<file path="config.mk">
export PLATFORM = sky130hd
export DESIGN_NAME = tmr_scrub_reg
export DESIGN_NICKNAME = d
export VERILOG_FILES = /design/src/rtl/tmr_pkg.sv /design/src/rtl/mvtr.sv /design/src/rtl/tmr_scrub_reg.sv
export SDC_FILE = /design/constraint.sdc
export NUM_CORES = 1
export LEC_CHECK = 0
export BUFFER_PORTS_ARGS = -buffer_cell sky130_fd_sc_hd__buf_4
export CAP_MARGIN = 20
export CELL_PAD_IN_SITES_DETAIL_PLACEMENT = 1
export CELL_PAD_IN_SITES_GLOBAL_PLACEMENT = 2
export CORE_UTILIZATION = 32
export CTS_BUF_LIST = sky130_fd_sc_hd__clkbuf_4
export CTS_CLUSTER_DIAMETER = 40
export DETAILED_ROUTE_END_ITERATION = 7
export HOLD_SLACK_MARGIN = 0.03
export MAX_ROUTING_LAYER = met4
export PLACE_DENSITY_LB_ADDON = 0.1
export SLEW_MARGIN = 20
export SYNTH_ARGS = -nofsm -noshare
export SYNTH_HDL_FRONTEND = slang
export SYNTH_SLANG_ARGS = --single-unit
</file>
<file path="constraint.sdc">
create_clock -name clk_i -period 2.87 [get_ports clk_i]
set_clock_uncertainty 0.1 [all_clocks]
set_input_delay 0.574 -clock clk_i [delete_from_list [all_inputs] [get_ports clk_i]]
set_output_delay 0.574 -clock clk_i [all_outputs]
set_load 0.03 [all_outputs]
</file>
<file path="src/rtl/tmr_pkg.sv">
// tmr_pkg: shared state encoding, replica-count check and replica packing helper
package tmr_pkg;
  typedef enum logic [1:0] {IDLE = 2'd0, CHECK = 2'd1, FIX = 2'd2} state_t;
  function automatic bit m_ok(input int m);
    return m >= 3 && m % 2 == 1;
  endfunction
  function automatic int rep_lsb(input int k, input int n);
    return k * n;
  endfunction
endpackage

</file>
<file path="src/rtl/mvtr.sv">
// mvtr: bitwise M-way majority voter over a packed replica bundle, flags any disagreeing replica
module mvtr
  import tmr_pkg::*;
#(
  parameter int M = 3,
  parameter int N = 32
) (
  input  logic [M*N-1:0] vtr_i,
  output logic [N-1:0]   vtr_o,
  output logic           warn_o
);
  function automatic logic maj(input logic [M-1:0] v);
    int c;
    c = 0;
    for (int k = 0; k < M; k++) c = c + int'(v[k]);
    return c > M / 2;
  endfunction
  for (genvar b = 0; b < N; b++) begin : g_bit
    logic [M-1:0] col;
    always_comb for (int k = 0; k < M; k++) col[k] = vtr_i[rep_lsb(k, N) + b];
    assign vtr_o[b] = maj(col);
  end
  always_comb begin
    warn_o = 1'b0;
    for (int k = 0; k < M; k++) warn_o = warn_o | (vtr_i[rep_lsb(k, N) +: N] != vtr_o);
  end
endmodule

</file>
<file path="src/rtl/tmr_scrub_reg.sv">
// tmr_scrub_reg: M-way replicated register with periodic vote-and-repair scrubbing.
// Define TMR_SCRUB_FAULT_INJ_EN to enable per-replica fault injection via inj_i/inj_mask_i.
module tmr_scrub_reg
  import tmr_pkg::*;
#(
  parameter int M            = 3,
  parameter int N            = 32,
  parameter int SCRUB_PERIOD = 16,
  parameter int CNT_W        = 16
) (
  input  logic             clk_i,
  input  logic             rst_n_i,
  input  logic             wr_en_i,
  input  logic [N-1:0]     wr_data_i,
  input  logic             clr_i,
  input  logic [M-1:0]     inj_i,
  input  logic [N-1:0]     inj_mask_i,
  output logic [M*N-1:0]   rep_o,
  output logic [N-1:0]     data_o,
  output logic             warn_o,
  output logic [M-1:0]     err_rep_o,
  output logic [CNT_W-1:0] err_cnt_o,
  output logic             busy_o
);
  localparam int TW = $clog2(SCRUB_PERIOD);
  if (!m_ok(M) || SCRUB_PERIOD < 2) begin : g_bad_param
    $error("tmr_scrub_reg: M must be odd and >= 3, SCRUB_PERIOD must be >= 2");
  end
  state_t           state_q;
  logic [TW-1:0]    timer_q;
  logic [M*N-1:0]   rep_q, rep_nxt;
  logic [N-1:0]     vote_q;
  logic [M-1:0]     mm, mm_q;
  assign rep_o  = rep_q;
  assign busy_o = state_q != IDLE;
  mvtr #(.M(M), .N(N)) u_vtr (.vtr_i(rep_q), .vtr_o(data_o), .warn_o(warn_o));
  always_comb for (int k = 0; k < M; k++) mm[k] = rep_q[rep_lsb(k, N) +: N] != data_o;
  // Later assignments win: repair, then injection, then a write
  always_comb begin
    rep_nxt = rep_q;
    for (int k = 0; k < M; k++) begin
      if (state_q == FIX && mm_q[k]) rep_nxt[rep_lsb(k, N) +: N] = vote_q;
`ifdef TMR_SCRUB_FAULT_INJ_EN
      if (inj_i[k]) rep_nxt[rep_lsb(k, N) +: N] = rep_q[rep_lsb(k, N) +: N] ^ inj_mask_i;
`endif
    end
    if (wr_en_i) rep_nxt = {M{wr_data_i}};
  end
`ifndef TMR_SCRUB_FAULT_INJ_EN
  logic unused_inj;
  assign unused_inj = ^{inj_i, inj_mask_i};
`endif
  always_ff @(posedge clk_i or negedge rst_n_i) begin
    if (!rst_n_i) begin
      rep_q     <= '0;
      state_q   <= IDLE;
      timer_q   <= '0;
      vote_q    <= '0;
      mm_q      <= '0;
      err_rep_o <= '0;
      err_cnt_o <= '0;
    end else begin
      rep_q <= rep_nxt;
      if (wr_en_i) begin
        state_q <= IDLE;
        timer_q <= '0;
      end else begin
        case (state_q)
          IDLE: begin
            state_q <= timer_q == TW'(SCRUB_PERIOD - 1) ? CHECK : IDLE;
            timer_q <= timer_q == TW'(SCRUB_PERIOD - 1) ? '0 : timer_q + 1'b1;
          end
          CHECK: begin
            vote_q  <= data_o;
            mm_q    <= mm;
            state_q <= |mm ? FIX : IDLE;
          end
          FIX: begin
            err_rep_o <= err_rep_o | mm_q;
            err_cnt_o <= &err_cnt_o ? err_cnt_o : err_cnt_o + 1'b1;
            state_q   <= IDLE;
          end
          default: state_q <= IDLE;
        endcase
      end
      if (clr_i) begin
        err_cnt_o <= '0;
        err_rep_o <= '0;
      end
    end
  end
endmodule

</file>
After elaboration in Yosys (flattened, before gate mapping):

Cells that the tools add are included.

* logic and storage cells: 152
* flip-flop bits (word level): 156
* input port bits: 71
* output and inout bits: 149

* muxes and demuxes: 18
* eq/ne operators: 8
* $lt $le $gt $ge: 32
* $add $sub $neg: 66
* reduce and logical (&&, ||, !) cells: 15
* bitwise gates (word level): 4

Operators with widths (count)
* $add A32 B2 Y32: 32
* $gt A32 B2 Y1 const B: 32
* $mux W32: 3
* $mux W96: 1
* $ne A32 B32 Y1: 3
* $add A1 B1 Y2: 32
* $mux W16: 4
* $add A16 B1 Y16 const B: 1
* $reduce_and A16 Y1: 1
* $mux W4: 3
* $reduce_bool A2 Y1: 6
* $mux W3: 3
* $add A4 B1 Y4 const B: 1
* $eq A4 B4 Y1 const B: 1
* $mux W2: 2
* $pmux W2 S2: 1
* $reduce_and A2 Y1: 2
* $logic_and A1 B1 Y1: 3
* $or A3 B3 Y3: 1
* $reduce_and A3 Y1: 1
* $reduce_or A3 Y1: 1
* $eq A2 B1 Y1 const B: 1
* $eq A2 B2 Y1 const B: 1
* $logic_not A2 Y1: 1
* other kinds (5): 6

Logic depth before layout (Yosys ltp):

Gate-level depths: netlist of the first run.

* depth in word-level cells: 8
* mapped depth: 8
* mapped depth without buffers: 7

Hierarchy:

From an unflattened synthesis of the first run, not the netlist that was laid out.

* cell total of the unflattened synthesis: 963
* area, all modules: 9188.8 µm²

By module, submodules not included
* tmr_scrub_reg: instances 1, cells each 685, area an instance 7274.5 µm², sequential area each 3903.7 µm²
* mvtr: instances 1, cells each 278, area an instance 1914.3 µm², sequential area each 0.0 µm²

Least setup slack after synthesis of the first run:

No wires, ideal clock.

* path kind: flip-flop to output port
* start point: reg rep_q[9], in the netlist rep_o[9]
* end point: out warn_o
* path slack: -0.051 ns
* arrival: 2.247 ns
* buffers on the path: 0
* data required time: 2.196 ns
* cell stages (with the launch flop): 8
* cells stage by stage: dfrtp_1 ha_1 nor2_1 a22oi_1 nand4_1 or4_1 nor3_1 nand3_1

* cells in the longest elaborated chain, start to end: 6
* elaborated cells on any way between the ends: 8

RTL lines
* start: declaration: line tmr_scrub_reg.sv:31 `logic [M*N-1:0] rep_q, rep_nxt;`
* start signal: assignment: line tmr_scrub_reg.sv:63 `rep_q <= rep_nxt;`
* $add A1 B1 Y2: line mvtr.sv:15 `for (int k = 0; k < M; k++) c = c + int'(v[k]);`
* $add A32 B2 Y32: line mvtr.sv:15
* $gt A32 B2 Y1: line mvtr.sv:16 `return c > M / 2;`
* $ne A32 B32 Y1: line mvtr.sv:25 `for (int k = 0; k < M; k++) warn_o = warn_o | (vtr_i[rep_lsb(k, N) +: N] != vtr_o);`
* $or A1 B1 Y1: line mvtr.sv:25
* $or A1 B1 Y1 (*): line mvtr.sv:25
* end: declaration: line tmr_scrub_reg.sv:20 `output logic warn_o,`

Every way passes the cells marked *; elsewhere a longest branch is shown, timed or not.

Final worst setup path of the first run:

* start point: reg rep_q[18], in the netlist rep_o[18]
* end point: out warn_o

Same word-level chain as after synthesis.

==> results of run 1 <==
-- per-layer routing --
layer	vias to the layer above	GRT usage (%)	routed length, um
met5	-	-	0
met4	0	6.26	605
met3	27	4.16	976
met2	144	38.1	14100
met1	3723	31.7	14000
li1	3650	-	-
-- worst max-delay path, stage by stage, from the launching register on --
cell,delay (ns)
dfrtp_1,0.44
ha_4,0.29
buf_4,0.11
nor3b_1,0.09
a21oi_1,0.18
nand2_1,0.07
or4_4,0.52
nor3_4,0.18
nand3_2,0.15
buf_6,0.17
-- Yosys cell counts, types with 3 or more instances --
| cell | n | share of area (%) |
|---|---|---|
| inv_1 | 68 | 3.2 |
| a31oi_1 | 4 | 0.31 |
| clkbuf_1 | 19 | 0.88 |
| or3_1 | 6 | 0.47 |
| nand2_1 | 14 | 0.65 |
| nor3b_1 | 13 | 1.2 |
| buf_2 | 3 | 0.19 |
| nor4_1 | 19 | 1.5 |
| a21oi_1 | 186 | 12 |
| nand2b_1 | 3 | 0.23 |
| o21ai_0 | 7 | 0.43 |
| mux2i_1 | 33 | 4.1 |
| xor2_1 | 4 | 0.43 |
| nor2_1 | 164 | 7.6 |
| buf_1 | 13 | 0.60 |
| dfrtp_1 | 156 | 48 |
| o22ai_1 | 13 | 1.0 |
| nand4_1 | 10 | 0.78 |
| nand3_1 | 7 | 0.43 |
| nor3_1 | 9 | 0.56 |
| xnor2_1 | 69 | 7.5 |
| ha_1 | 34 | 5.3 |
| a21o_1 | 3 | 0.28 |
-- area by class of cell --
type	instances	area [sq um]	share of cell area, %
antenna	1	2.50	0.0217
clock buffer	17	128	1.11
clock inverter	15	114	0.988
inverter	68	255	2.22
multi-input combinational	618	4070	35.3
sequential	156	3900	33.9
tap	324	405	3.52
timing repair buffer	343	2650	23.0
-- registers in the layout, indices dropped and copies added (netlist names) --
name       cells
rep_o         96
vote_q        32
err_cnt_o     16
timer_q        4
err_rep_o      3
mm_q           3
state_q        2
-- stage by stage --
step	power [uW]	cell area, sq um
after floorplan	4000	8080
after global placement	5340	10900
after detailed placement	5380	10900
after CTS	6780	11400
after global routing	7150	11500
final	6780	11500
-- power breakdown --
group | total, uW | switching, uW | internal [uW]
clock | 1280 | 923 | 352
sequential | 2550 | 171 | 2380
combinational | 2960 | 1690 | 1270
-- path summary, 6_finish.rpt --
| check | to | slack (ns) | cells after the start |
|---|---|---|---|
| max in group asynchronous | vote_q[31] | 1.50 | 3 |
| min in group asynchronous | vote_q[26] | 0.40 | 2 |
| max reg2reg | state_q[1] | 0.41 | 11 |
| min | err_cnt_o[4] | 0.18 | 2 |
| max | warn_o | -0.60 | 9 |
| min reg2reg | err_rep_o[0] | 0.44 | 2 |
-- logic make-up (layout without fill, tap and decap cells) --
family,after synthesis,after routing,synth area share [%]
flip-flops,156,156,48.4
other,0,1,0
XOR/XNOR,73,73,7.92
adder cells (fa/ha/maj),34,34,5.27
AND/OR/NAND/NOR,256,256,14.7
multiplexers,33,33,4.09
buffers and inverters,105,443,5.12
AO/OA/AOI/OAI,222,222,14.5
-- what timing repair did --
item / in CTS / in global routing
hold buffers: 1 / 0
cloned: 0 / 0
buffers inserted: 6 / 2
pin swaps: 13 / 8
resized for setup: 32 / 19
endpoints found under the setup margin: 1 / 1
endpoints found under the hold margin: 52 / 0
==> flow_metrics.py, run 1 <==
metrics = {
    "status": {
        "status": "finished, violations left",
        "failed_checks": "negative setup slack",
    },
    "cts": {
        "cts_tree": "yes",
        "clock_latency_ns": 0.61,
        "clockRootBuffer": "clkbuf_4",
        "clock_path_buffers": 2,
        "cts_buffers": 17,
        "cts.clk_slew.worst_paths_ns": 0.17,
        "cts.sinks": 156,
        "cts-htree-levels": 4,
    },
    "worst_setup_path": {
        "crit_start": "rep_o[18]",
        "cp-start-kind": "flip-flop",
        "cp.required_ns": 2.20,
        "crit_arrival_ns": 2.80,
        "r2r_start": "rep_o[20]",
        "cp-end-kind": "output pin",
        "worstPathMaxFanout": 2,
        "crit_type": "flip-flop to output pin",
    },
    "placed_design": {
        "io_buffer_count": 184,
        "routabilityCongestion": 0.812,
        "dpl.cell_count": 1500,
        "post-dp-hpwl_um": 22400,
        "place_ws_ns": -0.170,
    },
    "power": {
        "vdd_drop_max_v": 0.000229,
        "p_leak_uw": 0.00545,
        "pwr_density_cell_nw_per_um2": 589,
    },
    "detailed_routing": {
        "first_pass_iters": 5,
        "final_antenna_net_count": 0,
        "drt_iter0_markers": 304,
        "post_drt_wl_per_cell_um": 19.2,
        "wl_um": 29700,
        "drc": 0,
        "vias": 7544,
        "routed_via_density": 4.89,
    },
    "sta": {
        "slew_headroom_pct": 44.5,
        "setup_slack_ns": -0.604,
        "holdWs_ns": 0.181,
        "rsz0062_at_grt": "yes",
        "period_needed_ns": 3.47,
        "fmax_mhz": 288,
        "hold_violations": 0,
        "tightest_slew_ns": 0.832,
        "tns_ns": -0.604,
        "final-max-slew-violation-count": 0,
        "period_share_pct": 121,
        "setup_violations": 1,
    },
    "cells_and_area": {
        "final_util_pct": 47.0,
        "finalNonFillerCells": 1542,
        "num-nets-final": 1309,
        "area_growth_pct": 42.8,
        "final.fill_count": 2855,
        "drive_gt1_share_pct": 35.0,
        "layout_common_cells": "buf_4 (335), a21oi_1 (163), nor2_1 (162), dfrtp_1 (156), inv_1 (68)",
        "layout_commonest_cell": "buf_4",
    },
    "logic_synthesis": {
        "async_reset_ff_share_pct": 100,
        "ys_types": 41,
        "synth-seq-cells": 156,
        "avgSynthCellArea_sq_um": 9.18,
        "synth_area_sq_um": 8070,
        "syn_nets": 984,
        "synth_edf_count": 0,
        "yosysSeqAreaShare_pct": 48.4,
        "synth_ff_type": "dfrtp_1",
        "ys_warn_count": 0,
        "synthCells": 879,
    },
    "die": {
        "die_h_um": 161,
        "pin_count": 220,
        "core_sq_um": 24500,
        "die-area_sq_um": 25900,
        "die_w_um": 161,
        "initial_utilization_pct": 32.9,
        "fp-row-count": 57,
    },
    "global_routing": {
        "grt_max_degree": 57,
        "grt.overflow.total": 0,
        "track_usage_pct": 24.0,
        "antenna_found_initial": 1,
        "grt_pass1_vias": 7952,
        "grt_first_pass_wirelength_um": 45700,
    },
    "run": {
        "maxCapViolations": 0,
    },
    "min_path": {
        "hold_path.startpoint": "clr_i",
        "hp-class": "primary input to flip-flop",
    },
}
Power figures use the tool's default switching activity.
==> run 2, diff against run 1 <==
BUFFER_PORTS_ARGS = -buffer_cell sky130_fd_sc_hd__buf_2   (was -buffer_cell sky130_fd_sc_hd__buf_4)
REMOVE_ABC_BUFFERS = 1   (was default)
==> flow_metrics.py, run 2 (synthesis gave the netlist of run 1 again) <==
metrics = {
    "detailed_routing": {
        "drc": 0,
        "final_antenna_net_count": 0,
        "drt_iter0_markers": 366,
        "routed_via_density": 4.88,
        "vias": 7588,
        "first_pass_iters": 5,
        "post_drt_wl_per_cell_um": 18.7,
        "wl_um": 29200,
    },
    "worst_setup_path": {
        "crit_type": "flip-flop to output pin",
        "crit_arrival_ns": 2.74,
        "worstPathMaxFanout": 2,
        "cp-end-kind": "output pin",
        "cp-start-kind": "flip-flop",
        "cp.required_ns": 2.20,
    },
    "cells_and_area": {
        "layout_common_cells": "buf_2 (182), buf_4 (162), nor2_1 (161), a21oi_1 (159), dfrtp_1 (156)",
        "finalNonFillerCells": 1555,
        "multi_input_area_sq_um": 4230,
        "final_cell_area_sq_um": 11400,
        "layout_commonest_cell": "buf_2",
        "largest_reg_flops": 96,
        "final.fill_count": 2906,
        "drive_gt1_share_pct": 37.3,
        "area_growth_pct": 41.0,
        "seq_area_sq_um": 3900,
        "final_util_pct": 46.4,
        "num-nets-final": 1321,
    },
    "sta": {
        "period_share_pct": 119,
        "period_needed_ns": 3.41,
        "final-max-slew-violation-count": 0,
        "fmax_mhz": 293,
        "hold_violations": 0,
        "setup_slack_ns": -0.542,
        "rsz0062_at_grt": "yes",
        "holdWs_ns": 0.238,
        "slew_headroom_pct": 59.7,
        "tightest_slew_ns": 0.601,
        "setup_violations": 1,
    },
    "placed_design": {
        "post-dp-hpwl_um": 21700,
        "io_buffer_count": 184,
        "place_area_sq_um": 10500,
        "routabilityCongestion": 0.812,
        "dpl.cell_count": 1510,
    },
    "global_routing": {
        "grt_pass1_vias": 7887,
        "grt.overflow.total": 0,
        "grt_first_pass_wirelength_um": 45000,
        "antenna_found_initial": 1,
        "grt_max_degree": 72,
        "track_usage_pct": 23.6,
    },
    "run": {
        "maxCapViolations": 0,
    },
    "die": {
        "die_w_um": 161,
        "die-area_sq_um": 25900,
        "core_sq_um": 24500,
        "initial_utilization_pct": 32.9,
        "pin_count": 220,
        "die_h_um": 161,
        "fp-row-count": 57,
    },
    "power": {
        "power.total_uw": 6810,
        "vdd_drop_max_v": 0.000236,
        "pwr_density_cell_nw_per_um2": 599,
        "p_leak_uw": 0.00539,
    },
    "cts": {
        "clockRootBuffer": "clkbuf_4",
        "clock_latency_ns": 0.57,
        "cts.clk_slew.worst_paths_ns": 0.16,
        "cts_tree": "yes",
        "cts_buffers": 17,
        "cts.sinks": 156,
        "cts-htree-levels": 4,
        "clock_path_buffers": 2,
    },
    "status": {
        "failed_checks": "negative setup slack",
        "status": "finished, violations left",
    },
    "min_path": {
        "hp-class": "primary input to flip-flop",
    },
}
## run 2: cell count changes in the layout (fill, tap and decap cells not counted), sizes merged
cell,previous run,this run
diode,1,2
clkbuf,17,18
clkinv,7,4
bufinv,0,1
buf,342,354
inv,73,74
## run 2: stage by stage
stage / setup TNS [ns] / setup WS (ns)
floorplan: -76.80 / -2.13
global placement: -0.104 / -0.104
detailed placement: -0.121 / -0.121
CTS: -0.698 / -0.698
global route: -0.680 / -0.680
finish: -0.542 / -0.542
## run 2: path summary, 6_finish.rpt
| kind | startpoint | cells past startpoint | slack [ns] | to |
|---|---|---|---|---|
| max reg2reg | rep_o[53] | 9 | 0.41 | state_q[1] |
| max in group asynchronous | rst_n_i | 3 | 1.45 | rep_o[29] |
| min | wr_data_i[26] | 3 | 0.24 | rep_o[90] |
| max | rep_o[53] | 8 | -0.54 | warn_o |
| min reg2reg | err_rep_o[2] | 2 | 0.42 | err_rep_o[2] |
| min in group asynchronous | rst_n_i | 2 | 0.45 | timer_q[1] |
## run 2: layout make-up
| cell class | instances | share of cell area (%) |
|---|---|---|
| well taps | 324 | 3.56 |
| clock inverters | 14 | 1.19 |
| multi-input cells | 618 | 37.2 |
| clock buffers | 18 | 1.19 |
| diodes | 2 | 0.0440 |
| flip-flops and latches | 156 | 34.3 |
| inverters | 68 | 2.24 |
| repair buffers | 355 | 20.2 |
## run 2: timing repair
item,CTS,global route
hold buffers,1,0
endpoints found under the hold margin,51,0
gates cloned,0,0
setup buffers,2,8
endpoints found under the setup margin,1,1
pin swaps,8,28
gates resized for setup,19,57
## run 2: power breakdown
group | internal [uW] | total, uW | switching (uW)
sequential | 2380 | 2550 | 175
clock | 458 | 1370 | 914
combinational | 1190 | 2880 | 1690
total | 4030 | 6810 | 2780
## run 2: worst max-delay path: stages, from the launching register on
cell and delay (ns):
dfrtp_1 0.46, ha_4 0.30, o32a_1 0.24, nand4_1 0.17
or4_4 0.52, nor3_2 0.12, buf_4 0.15, nand3_4 0.06
buf_6 0.14
## run 2: routing by layer
| layer | vias to the layer above | GRT usage (%) | routed length [um] |
|---|---|---|---|
| li1 | 3681 | - | - |
| met1 | 3743 | 30.8 | 13600 |
| met2 | 147 | 38.7 | 14200 |
| met3 | 17 | 3.02 | 943 |
| met4 | 0 | 5.83 | 395 |
| met5 | - | - | 0 |
==> run 3, diff against run 2 <==
ABC_AREA = 1   (was default)
CORE_UTILIZATION = 30   (was 32)
==> flow_metrics.py, run 3 <==
metrics = {
    "status": {
        "status": "finished, violations left",
        "failed_checks": "negative setup slack",
    },
    "detailed_routing": {
        "wl_um": 31800,
        "first_pass_iters": 4,
        "post_drt_wl_per_cell_um": 16.1,
        "drt_iter0_markers": 378,
        "drc": 0,
        "final_antenna_net_count": 0,
        "vias": 9083,
        "routed_via_density": 4.62,
    },
    "worst_setup_path": {
        "cp.required_ns": 2.20,
        "cp_slowest_cell": "dfrtp_1",
        "cp-start-kind": "flip-flop",
        "worstPathMaxFanout": 3,
        "cp-end-kind": "output pin",
        "path_buf_inv": 2,
        "worstPathCellList": "ha_4, nand2_2, buf_4, nand3_1, nand2_1, nor2_2, nand2_1, nor2_4, nand2_2, nor2_4, nand3_4, buf_6",
        "max_stage_delay_ns": 0.44,
        "crit_arrival_ns": 2.50,
        "crit_type": "flip-flop to output pin",
        "path_delay_family": "simple AND/OR/NAND/NOR gates",
    },
    "placed_design": {
        "routabilityCongestion": 0.808,
        "post-dp-hpwl_um": 23500,
        "place_ws_ns": 0.0354,
        "place_area_sq_um": 11100,
        "io_buffer_count": 184,
    },
    "cells_and_area": {
        "final_cell_area_sq_um": 11900,
        "layout_common_cells": "nand2_1 (411), buf_2 (182), inv_1 (160), dfrtp_1 (156), o21ai_0 (123)",
        "num-nets-final": 1667,
        "seq_area_sq_um": 3900,
        "final.fill_count": 3787,
        "largest_reg_flops": 96,
        "drive_gt1_share_pct": 28.1,
        "layout_commonest_cell": "nand2_1",
        "final_util_pct": 40.2,
        "area_growth_pct": 31.7,
        "multi_input_area_sq_um": 4640,
    },
    "sta": {
        "rsz0062_at_grt": "yes",
        "tns_ns": -0.303,
        "period_share_pct": 111,
        "hold_violations": 0,
        "tightest_slew_ns": 0.601,
        "fmax_mhz": 315,
        "setup_violations": 1,
        "setup_slack_ns": -0.303,
        "final-max-slew-violation-count": 0,
        "holdWs_ns": 0.127,
        "period_needed_ns": 3.17,
        "slew_headroom_pct": 59.9,
    },
    "logic_synthesis": {
        "yosys-top-cells-area": "dfrtp_1 (43%), nand2_1 (19%), o21ai_0 (6.9%), inv_1 (6.8%), nand3_1 (4.9%)",
        "synth_ff_type": "dfrtp_1",
        "synth.most_common_cell": "nand2_1",
        "synthCells": 1275,
        "synth_edf_count": 0,
        "async_reset_ff_share_pct": 100,
        "synthTopCellsByCount": "nand2_1 (461), inv_1 (163), dfrtp_1 (156), o21ai_0 (125), nor2_1 (117)",
        "synth_area_sq_um": 9010,
        "ys_warn_count": 0,
        "ys_types": 32,
        "yosysSeqAreaShare_pct": 43.3,
        "synth-seq-cells": 156,
        "yosysTopAreaCell": "dfrtp_1",
        "avgSynthCellArea_sq_um": 7.07,
        "yosysTopAreaCellShare_pct": 43.3,
    },
    "cts": {
        "clockRootBuffer": "clkbuf_4",
        "cts_tree": "yes",
        "clock_path_buffers": 2,
        "clock_latency_ns": 0.60,
        "cts.clk_slew.worst_paths_ns": 0.16,
        "cts-htree-levels": 4,
        "cts.sinks": 156,
        "cts_buffers": 17,
    },
    "power": {
        "p_switching_uw": 2740,
        "p_sw_share_pct": 42.0,
        "internal_power_uw": 3790,
        "p_clk_share_pct": 22.6,
        "pwr_density_cell_nw_per_um2": 550,
        "seqPwrFrac_pct": 39.0,
        "vdd_drop_max_v": 0.000214,
        "combinationalPowerShare_pct": 38.4,
        "p_leak_uw": 0.00637,
    },
    "die": {
        "die_h_um": 175,
        "fp-row-count": 63,
        "die_w_um": 175,
        "core_sq_um": 29600,
        "initial_utilization_pct": 30.5,
        "die-area_sq_um": 30700,
        "pin_count": 220,
    },
    "global_routing": {
        "grt_max_degree": 58,
        "antenna_found_initial": 1,
        "track_usage_pct": 22.0,
        "grt_first_pass_wirelength_um": 50900,
        "grt_pass1_vias": 9358,
        "grt.overflow.total": 0,
    },
    "run": {
        "maxCapViolations": 0,
    },
    "min_path": {
        "hp-class": "primary input to flip-flop",
    },
}
## run 3: cell types whose count changed in the layout (fill, tap and decap cells not counted), moves of 27 or more
cell	delta
a21oi_1	-140
a31oi_1	+27
buf_4	-52
inv_1	+92
mux2i_1	-33
nand2_1	+397
nand2_2	+51
nand3_1	+81
nor2_1	-66
o21ai_0	+116
xnor2_1	-66
## run 3: what timing repair did
item / 4_1_cts / 5_1_grt
cloned: 0 / 0
resized for setup: 53 / 40
setup buffers: 15 / 10
setup endpoints to repair: 1 / 1
endpoints found under the hold margin: 55 / 0
hold buffers: 1 / 0
pin swaps: 22 / 24
## run 3: path summary, 6_finish.rpt
path                              start            end  depth (start not counted)  slack (ns)
max                           rep_o[10]         warn_o                         12       -0.30
min                        wr_data_i[0]      rep_o[64]                          3        0.13
max reg2reg                   rep_o[10]     state_q[1]                         13        0.84
min reg2reg                  vote_q[15]     vote_q[15]                          2        0.41
max in group asynchronous       rst_n_i       rep_o[7]                          3        1.52
min in group asynchronous       rst_n_i  err_cnt_o[15]                          2        0.39
## run 3: cell families (layout without fill, tap and decap cells)
| logic type | count (synthesis) | after routing | share of synthesized area [%] |
|---|---|---|---|
| and+or+nand+nor | 691 | 691 | 31.2 |
| buffers and inverters | 200 | 500 | 8.63 |
| AOI/OAI and AO/OA | 182 | 182 | 10.8 |
| DFF | 156 | 156 | 43.3 |
| adders and majority gates | 34 | 34 | 4.72 |
| muxes | 7 | 7 | 0.875 |
| xor gates and xnor gates | 5 | 5 | 0.486 |
| other | 0 | 2 | 0 |
## run 3: area by class of cell
type | instances | share of cell area (%)
well taps | 390 | 4.11
clock inverters | 15 | 1.35
clock buffers | 17 | 1.08
flip-flops and latches | 156 | 32.9
inverters | 165 | 5.25
diodes | 2 | 0.0422
multi-input cells | 919 | 39.1
repair buffers | 303 | 16.2
## run 3: through the flow
| stage | power [uW] | std cells |
|---|---|---|
| floorplan | 3950 | 1240 |
| global placement | 4910 | 1907 |
| detailed placement | 4950 | 1907 |
| CTS | 6560 | 1955 |
| global route | 6980 | 1966 |
| finish | 6530 | 1967 |
## run 3: worst register-to-register path, delay by kind of cell (launching register included)
family,cells,cell delay (ns)
simple gates,10,0.94
flops,1,0.44
fa+ha+maj,1,0.28
buf+inv,2,0.19
## run 3: per-layer routing
layer / wire length [um] / GRT usage [%]
met5: 0 / -
met4: 411 / 5.25
met3: 1360 / 4.00
met2: 15000 / 35.7
met1: 15000 / 28.5
## run 3: power groups by stage
stage / clock network, uW / registers (uW) / logic (uW)
CTS: 1540 / 2540 / 2480
floorplan: 0 / 2870 / 1080
global placement: 0 / 2580 / 2330
detailed placement: 0 / 2590 / 2360
global route: 1600 / 2580 / 2800
finish: 1480 / 2550 / 2510
